$ cat config.mk
export PLATFORM = sky130hd
export DESIGN_NAME = fetch_stage
export DESIGN_NICKNAME = d
export VERILOG_FILES = /design/src/rtl/fetch_stage.sv
export SDC_FILE = /design/constraint.sdc
export NUM_CORES = 1
export LEC_CHECK = 0
export ABC_AREA = 1
export ABC_CLOCK_PERIOD_IN_PS = 7000
export BUFFER_PORTS_ARGS = -buffer_cell sky130_fd_sc_hd__buf_2
export CAP_MARGIN = 10
export CORE_MARGIN = 2
export CORE_UTILIZATION = 58
export DETAILED_ROUTE_END_ITERATION = 6
export GPL_TIMING_DRIVEN = 0
export PLACE_DENSITY = 0.84
export REMOVE_ABC_BUFFERS = 1
export SLEW_MARGIN = 20
export SYNTH_ARGS = -nofsm -noshare
export SYNTH_HDL_FRONTEND = slang
export SYNTH_SLANG_ARGS = --single-unit
$ cat constraint.sdc
create_clock -name clk -period 7 [get_ports clk]
set_input_delay 1.4 -clock clk [delete_from_list [all_inputs] [get_ports clk]]
set_output_delay 1.4 -clock clk [all_outputs]
set_load 0.005 [all_outputs]
$ cat src/rtl/fetch_stage.sv
// IF stage and IF/ID register: owns pcF, drives a req/ack instruction-memory port,
// and uses a one-word skid buffer to hold a fetched instruction while decode is stalled.
module fetch_stage #(
  parameter logic [31:0] RESET_PC = 32'h0000_0000,
  parameter logic [31:0] NOP      = 32'h0000_0013
) (
  input  logic        clk,
  input  logic        reset,
  input  logic        stallF,
  input  logic        stallD,
  input  logic        flushD,
  input  logic        pcSrcE,
  input  logic [31:0] pcTargetE,
  output logic        imemReq,
  output logic [31:0] imemAddr,
  input  logic        imemAck,
  input  logic [31:0] imemRdata,
  output logic [31:0] instrD,
  output logic [31:0] pcD,
  output logic [31:0] pcPlus4D,
  output logic        validD,
  output logic        fetchBusy
);

  typedef enum logic {FETCH, HOLD} state_t;

  state_t      state;
  logic [31:0] pcF;
  logic [31:0] redirPc;
  logic        redirPend;
  logic [31:0] skidWord;

  logic [31:0] pcPlus4F;
  logic [31:0] targetAligned;
  logic        dBubble;
  logic        dLoad;
  logic [31:0] dWord;

  function automatic logic [31:0] pcInc(input logic [31:0] pc);
    return pc + 32'd4;
  endfunction

  assign pcPlus4F      = pcInc(pcF);
  assign targetAligned = {pcTargetE[31:2], 2'b00};
  assign imemReq       = (state == FETCH) && !reset;
  assign imemAddr      = pcF;
  assign fetchBusy     = imemReq && !imemAck;

  // IF/ID update decision; flushD always wins over stallD on the register.
  always_comb begin
    dBubble = 1'b0;
    dLoad   = 1'b0;
    dWord   = imemRdata;
    if (state == FETCH) begin
      if (!imemAck)                dBubble = flushD || !stallD;
      else if (pcSrcE)             dBubble = 1'b1;
      else if (redirPend)          dBubble = flushD || !stallD;
      else if (flushD)             dBubble = 1'b1;
      else if (!(stallD || stallF)) dLoad  = 1'b1;
    end else begin
      if (pcSrcE || flushD) begin
        dBubble = 1'b1;
      end else if (!stallD) begin
        dLoad = 1'b1;
        dWord = skidWord;
      end
    end
  end

  always_ff @(posedge clk) begin
    if (reset) begin
      state     <= FETCH;
      pcF       <= RESET_PC;
      redirPend <= 1'b0;
      redirPc   <= RESET_PC;
      instrD    <= NOP;
      pcD       <= 32'h0;
      pcPlus4D  <= 32'h0;
      validD    <= 1'b0;
    end else begin
      case (state)
        FETCH: begin
          if (!imemAck) begin
            // A redirect during a wait is remembered; the outstanding request still completes.
            if (pcSrcE) begin
              redirPend <= 1'b1;
              redirPc   <= targetAligned;
            end
          end else if (pcSrcE) begin
            pcF       <= targetAligned;
            redirPend <= 1'b0;
          end else if (redirPend) begin
            pcF       <= redirPc;
            redirPend <= 1'b0;
          end else if (flushD) begin
            pcF <= pcF;
          end else if (stallD || stallF) begin
            skidWord <= imemRdata;
            state    <= HOLD;
          end else begin
            pcF <= pcPlus4F;
          end
        end
        HOLD: begin
          if (pcSrcE) begin
            pcF   <= targetAligned;
            state <= FETCH;
          end else if (flushD) begin
            state <= FETCH;
          end else if (!stallD) begin
            pcF   <= pcPlus4F;
            state <= FETCH;
          end
        end
        default: state <= FETCH;
      endcase

      if (dBubble) begin
        instrD   <= NOP;
        pcD      <= 32'h0;
        pcPlus4D <= 32'h0;
        validD   <= 1'b0;
      end else if (dLoad) begin
        instrD   <= dWord;
        pcD      <= pcF;
        pcPlus4D <= pcPlus4F;
        validD   <= 1'b1;
      end
    end
  end

endmodule
==> metrics, run 1 <==
Worst path max stage delay 0.70 ns; post-synthesis simple-gate area fraction 19.8%; Compound-Gate Fraction of Synth Area 21.0%; MaxCap Viol Count 0; Tcrit/Tclk final 61.1%; Max VDD drop 179 uV; Final min period 4.27 ns; R2R Setup Slk 3.52 ns; core area 13,800 sq um; worst hold path class flip-flop to flip-flop; Slew HR 36.4%; GRT Total Usage 29.9%; die height 123 um; CTS clock-pin slew for the worst setup and hold paths 0.07 ns; number of synthesized flops with an enable pin 32; Min-Delay Startpoint redirPc[18]$_SDFFE_PP0P_; largest family of logic cells by synthesized area compound AO/OA/AOI/OAI gates; Starting DRT DRC Count 683; largest net degree at the start of global routing 80; I/O Pins between 200 and 250; DR vias/cell roughly 5.7; worst reg2reg path endpoint instrD[20]$_SDFFE_PP0P_; Antenna Violating Nets Remaining 0; sequential area share after synthesis 49.7%; Sinks on Clock Net 187; Achievable Freq 234 MHz; critical path endpoint category flip-flop; TritonCTS Buffers 17; Pwr Density ~240 nW/um^2; first-pass GRT wire length 35,100 um; Syn. warnings 0; final cell count without fillers 1,406; Leak 4.23 nW; clk_lat worst skew 0.44 ns; synthesized area 8170 sq um; GRT overflow 0; worst slack at placement 2.25 ns; standard-cell rows 43; actual slew at the worst max-slew pin 0.951 ns; RSZ-0062 raised after global routing no; DR vias 8,058; CP max stage cell nor2_4; ys async rst share 0%; multiplexer share of the synthesized area 0%; Worst setup SP type input port; CTS tree yes; clk_skew 0.0134 ns; Pwr Total 2.33 mW; crit path DAT ~4.6 ns; final setup margin 2.73 ns; top post-synthesis cells by area dfxtp_1 (38%), edfxtp_1 (12%), nand2_1 (9.4%); reg2reg start state$_SDFF_PP0_; CP Data Required Time ~7.3 ns; layout cells sized above 1 about 21%; Hold Crit Depth 2; drt pass-1 iters 7; Layout area overhead 19.4%; WHS 0.447 ns; gpl congestion around 0.94; Starting Density 59.1%; CP Max Fanout 64; vias in the first global route 7,182; H-tree depth 4; post_cts resized 0; port buffer count 193; initial antenna violation count 2; Post-CTS Hold Buffers 0; drc violations 0; clk buf depth 2; CTS root buf clkbuf_16; Detailed Route WL 22,900 um; synthesized instance count 1,060; die footprint 15,100 sq um; Synth area leader dfxtp_1; post-detail-place hpwl 15,100 um; Post-Synth Adder-Cell Area 0.153%; Slew Viols, Final 0; DR WL/cell 16.3 um; count of different cell masters after synthesis 35; Avg Inst Size Synth 7.71 sq um; main flop type after synthesis dfxtp_1; Final Setup Violations 0; postcts setup bufs 0; Min-Delay Endpoint redirPc[18]$_SDFFE_PP0P_; placed insts 1,372; critical path type input port to flip-flop; #FFs+latches synth 187; Final TNS setup 0 ns; nets 1,283; Fin. Hold Viols 0; top-area cell type share of the netlist area 38.0%; die width between 100 and 150 um; CP cell instances buf_2 > nor2_4 > nand2_2 > nand2_4 > buf_12 > buf_12 > nand3_1 > o211ai_1 > inv_1; status complete, no violations; Most common cell on crit path buf_12; area share of xor/xnor cells in the synthesized design less than 1%; reg2reg path depth 8
==> state kept, by name (all words and copies together), names as in the netlist <==
register	cells
instrD	32
skidWord	32
imemAddr	30
pcD	30
pcPlus4D	30
redirPc	30
redirPend	1
state	1
validD	1
==> synthesized netlist by cell type, types with 3 or more instances <==
| master | instances |
|---|---|
| a211oi_1 | 3 |
| a21oi_1 | 116 |
| a31oi_1 | 29 |
| buf_2 | 23 |
| buf_4 | 9 |
| clkbuf_1 | 38 |
| dfxtp_1 | 155 |
| edfxtp_1 | 32 |
| inv_1 | 85 |
| inv_2 | 8 |
| nand2_1 | 205 |
| nand3_1 | 84 |
| nand4_1 | 3 |
| nor2_1 | 68 |
| nor3_1 | 5 |
| o211ai_1 | 30 |
| o21ai_0 | 124 |
| o22ai_1 | 3 |
| or2_2 | 13 |
| xnor2_1 | 3 |
| xor2_1 | 5 |
==> cells in the final DEF (no fill, tap or decap), drive strengths merged, types with 4 or more instances in the layout <==
cell type	synthesis	final
a21oi	116	116
a31oi	29	29
buf	34	201
clkbuf	40	18
clkinv	0	6
clkinvlp	0	4
conb	1	6
dfxtp	155	155
edfxtp	32	32
inv	93	95
nand2	207	207
nand3	84	84
nor2	70	70
nor3	6	6
o211ai	31	31
o21ai	126	126
or2	13	13
xor2	5	5
==> how the worst max path moves through the flow <==
stage / start / end / depth (start not counted)
5_1_grt: pcSrcE / pcPlus4D[14]$_SDFFE_PP0P_ / 9
6_report: pcSrcE / pcPlus4D[14]$_SDFFE_PP0P_ / 9
3_5_place_dp: pcSrcE / pcPlus4D[14]$_SDFFE_PP0P_ / 9
4_1_cts: pcSrcE / pcPlus4D[14]$_SDFFE_PP0P_ / 9
2_1_floorplan: stallD / instrD[0]$_SDFFE_PP1P_ / 5
3_3_place_gp: stallD / instrD[0]$_SDFFE_PP1P_ / 6
==> report_power, final <==
part / total, mW / internal (mW) / switching (mW)
Combinational: 0.214 / 0.0765 / 0.138
Clock: 0.954 / 0.527 / 0.427
Sequential: 1.16 / 1.13 / 0.0362
==> metal layers <==
layer  global-route usage, %  part of all wire, %  up-vias
li1                        -                    -     3876
met1                    36.7                   41     3765
met2                    49.1                   48      374
met3                    9.25                  9.2       43
met4                    11.6                  2.2        0
met5                       0                    0        -
==> worst max-delay path: cells and delay by family <==
| family | cells | cell delay [ns] |
|---|---|---|
| buffers and inverters | 4 | 0.92 |
| AO/OA/AOI/OAI | 1 | 0.11 |
| AND/OR/NAND/NOR | 4 | 2.12 |
==> stage by stage <==
step / cell area [sq um] / utilization, %
2_1_floorplan: 7850 / -
3_3_place_gp: 9040 / 65.4
3_5_place_dp: 9170 / 66.3
4_1_cts: 9750 / 70.5
5_1_grt: 9750 / 70.5
6_report: 9750 / 70.5
==> cells by family (layout without fill, tap and decap cells) <==
group,after synthesis,after routing
AO/OA/AOI/OAI,313,313
AND/OR/NAND/NOR,383,383
XOR/XNOR,8,8
flip-flops,187,187
adder cells (fa/ha/maj),1,1
other,1,8
buffers and inverters,167,326
==> final cells by class <==
type	count	area, sq um
well taps	180	225
inverters	93	352
diodes	2	5.00
multi-input cells	711	3460
fillers	1110	4070
repair buffers	201	1080
clock inverters	14	146
clock buffers	18	429
flip-flops and latches	187	4060
Power figures use the tool's default switching activity.
==> run 2: changes to the inputs <==
- ABC_CLOCK_PERIOD_IN_PS: 7000 -> 4400
- CORE_UTILIZATION: 58 -> 53
- PLACE_DENSITY: 0.84 -> 0.77
- clock period: 7 -> 4.4 ns (I/O delays scaled with it)
==> metrics, run 2 (synthesis gave the netlist of run 1 again) <==
status complete, no violations; clk buf depth 2 (unchanged); initial antenna violation count 2 (unchanged); core area 15,100 sq um (+9.5%); Largest regs instrD: 32 flops, skidWord: 32 flops; Worst setup SP type input port; die footprint 16,400 sq um (+9.1%); gpl congestion 0.889 (-5.4%); DR WL/cell 16.2 um (-0.76%); actual slew at the worst max-slew pin 1.02 ns (+0.0732 ns); crit path to pcPlus4D[29]$_SDFFE_PP0P_; final setup margin 0.647 ns (-2.08 ns); GRT overflow 0 (unchanged); Final Setup Violations 0 (unchanged); H-tree depth 4 (unchanged); layout cells sized above 1 21.5% (unchanged); vias in the first global route 7,251 (+0.96%); CP cell instances buf_2 > nor2_4 > nand2_2 > nand2_4 > buf_12 > buf_16 > nand3_1 > o211ai_1 > inv_1; Slew HR 31.5% (-4.9 points); CP Data Required Time 4.73 ns (-2.60 ns); worst reg2reg path endpoint instrD[25]$_SDFFE_PP0P_; Sinks on Clock Net 187 (unchanged); Max VDD drop 271 uV (+52%); commonest cells after routing, fill and taps aside nand2_1 (204), buf_2 (193), dfxtp_1 (155), o21ai_0 (124), a21oi_1 (116); TritonCTS Buffers 17 (unchanged); Pwr Density 396 nW/um^2 (+66%); CP Max Fanout 77 (+20%); Layout area overhead 20.6%; critical path endpoint category flip-flop; Achievable Freq 266 MHz; Buf+Inv Stages, Crit Path 4 (unchanged); Leak 4.28 nW (+1.2%); drt pass-1 iters 6 (-1); post-detail-place hpwl 15,000 um (-0.28%); Post-CTS Hold Buffers 0 (unchanged); postcts setup bufs 0 (unchanged); standard-cell rows 45 (+4.7%); post_cts resized 0 (unchanged); Fin. Hold Viols 0 (unchanged); Worst Setup SP pcSrcE; nets 1,283 (unchanged); Final min period 3.75 ns; R2R Setup Slk 0.88 ns (-2.64 ns); die height 128 um (+4.5%); die width 128 um (+4.5%); CTS tree yes; I/O Pins 202 (unchanged); Antenna Violating Nets Remaining 0 (unchanged); Crit. path cell count 9 (unchanged); DR vias 7,837 (-2.7%); CP max stage cell nor2_4; commonest non-fill, non-tap cell in the layout nand2_1; Slew Viols, Final 0 (unchanged); port buffer count 193 (unchanged); Starting DRT DRC Count 588 (-14%); worst slack at placement 0.237 ns (-2.01 ns); clk_lat worst skew 0.44 ns (about the same); worst hold path class flip-flop to flip-flop; first-pass GRT wire length 36,300 um (+3.2%); Detailed Route WL 22,800 um (-0.19%); Pwr Total 3.90 mW (+68%); family with the most delay on the worst path simple AND/OR/NAND/NOR gates; Tcrit/Tclk final 85.3%; largest net degree at the start of global routing 80 (unchanged); CTS clock-pin slew for the worst setup and hold paths 0.07 ns (about the same); reg2reg start state$_SDFF_PP0_; Hold Crit Depth 2 (unchanged); DR vias/cell 5.54 (-3.3%); crit path DAT 4.08 ns (-0.53 ns); Worst path max stage delay 0.74 ns (+0.04 ns); drc violations 0 (unchanged); RSZ-0062 raised after global routing no; reg2reg path depth 8 (unchanged); Starting Density 54.0% (-5.1 points); CTS root buf clkbuf_16; Finished Core Util 65.1% (-5.5 points); critical path type input port to flip-flop; GRT Total Usage 27.9% (-2.0 points); clk_skew 0.00711 ns (-0.00631 ns); MaxCap Viol Count 0 (unchanged)
[run 2: cell types whose count changed in the layout (fill, tap and decap cells not counted), sizes merged]
cell / change
clkbuf: +3
clkinv: -3
bufinv: +3
clkinvlp: -2
inv: -1
[run 2: layout make-up]
type                       instances  area [sq um]
sequential                       187          4060
antenna                            2          5.00
clock buffer                      21           472
timing repair buffer             201          1090
tap                              188           235
inverter                          93           352
fill                            1345          5290
clock inverter                    11           189
multi-input combinational        711          3460
[run 2: per-stage QoR]
step	instances	area (sq um)	hold WS (ns)	setup TNS [ns]
floorplan	991	7850	0.426	-106.61
CTS	1412	9850	0.447	0
detailed placement	1380	9190	0.437	0
global route	1413	9860	0.468	0
finish	1414	9860	0.447	0
global placement	1372	9050	0.433	-392.32
[run 2: worst min path at each step]
stage                                  start                  endpoint  slack [ns]
CTS                 redirPc[17]$_SDFFE_PP0P_  redirPc[17]$_SDFFE_PP0P_        0.45
global placement    redirPc[18]$_SDFFE_PP0P_  redirPc[18]$_SDFFE_PP0P_        0.43
finish              redirPc[18]$_SDFFE_PP0P_  redirPc[18]$_SDFFE_PP0P_        0.45
detailed placement  redirPc[17]$_SDFFE_PP0P_  redirPc[17]$_SDFFE_PP0P_        0.44
floorplan           redirPc[17]$_SDFFE_PP0P_  redirPc[17]$_SDFFE_PP0P_        0.43
global route        redirPc[23]$_SDFFE_PP0P_  redirPc[23]$_SDFFE_PP0P_        0.47
[run 2: metal layers]
metal,global-route usage (%),wire [um],up-vias
li1,-,-,3874
met1,34.8,9620,3646
met2,46.6,11000,291
met3,8.18,1910,26
met4,8.99,350,0
met5,0,0,-
[run 2: tightest hold or removal path, delay by kind of cell (launching register included)]
kind	cells	cell delay, ns
AOI/OAI and AO/OA	1	0.05
DFF	1	0.31
buffers and inverters	1	0.05
[run 2: power breakdown]
| part | total [mW] | leakage, nW | switching (mW) | internal (mW) |
|---|---|---|---|---|
| sequential | 1.85 | 1.55 | 0.0579 | 1.79 |
| clock | 1.72 | 0.319 | 0.660 | 1.06 |
| combinational | 0.339 | 2.42 | 0.216 | 0.123 |
| total | 3.90 | 4.28 | 0.934 | 2.97 |
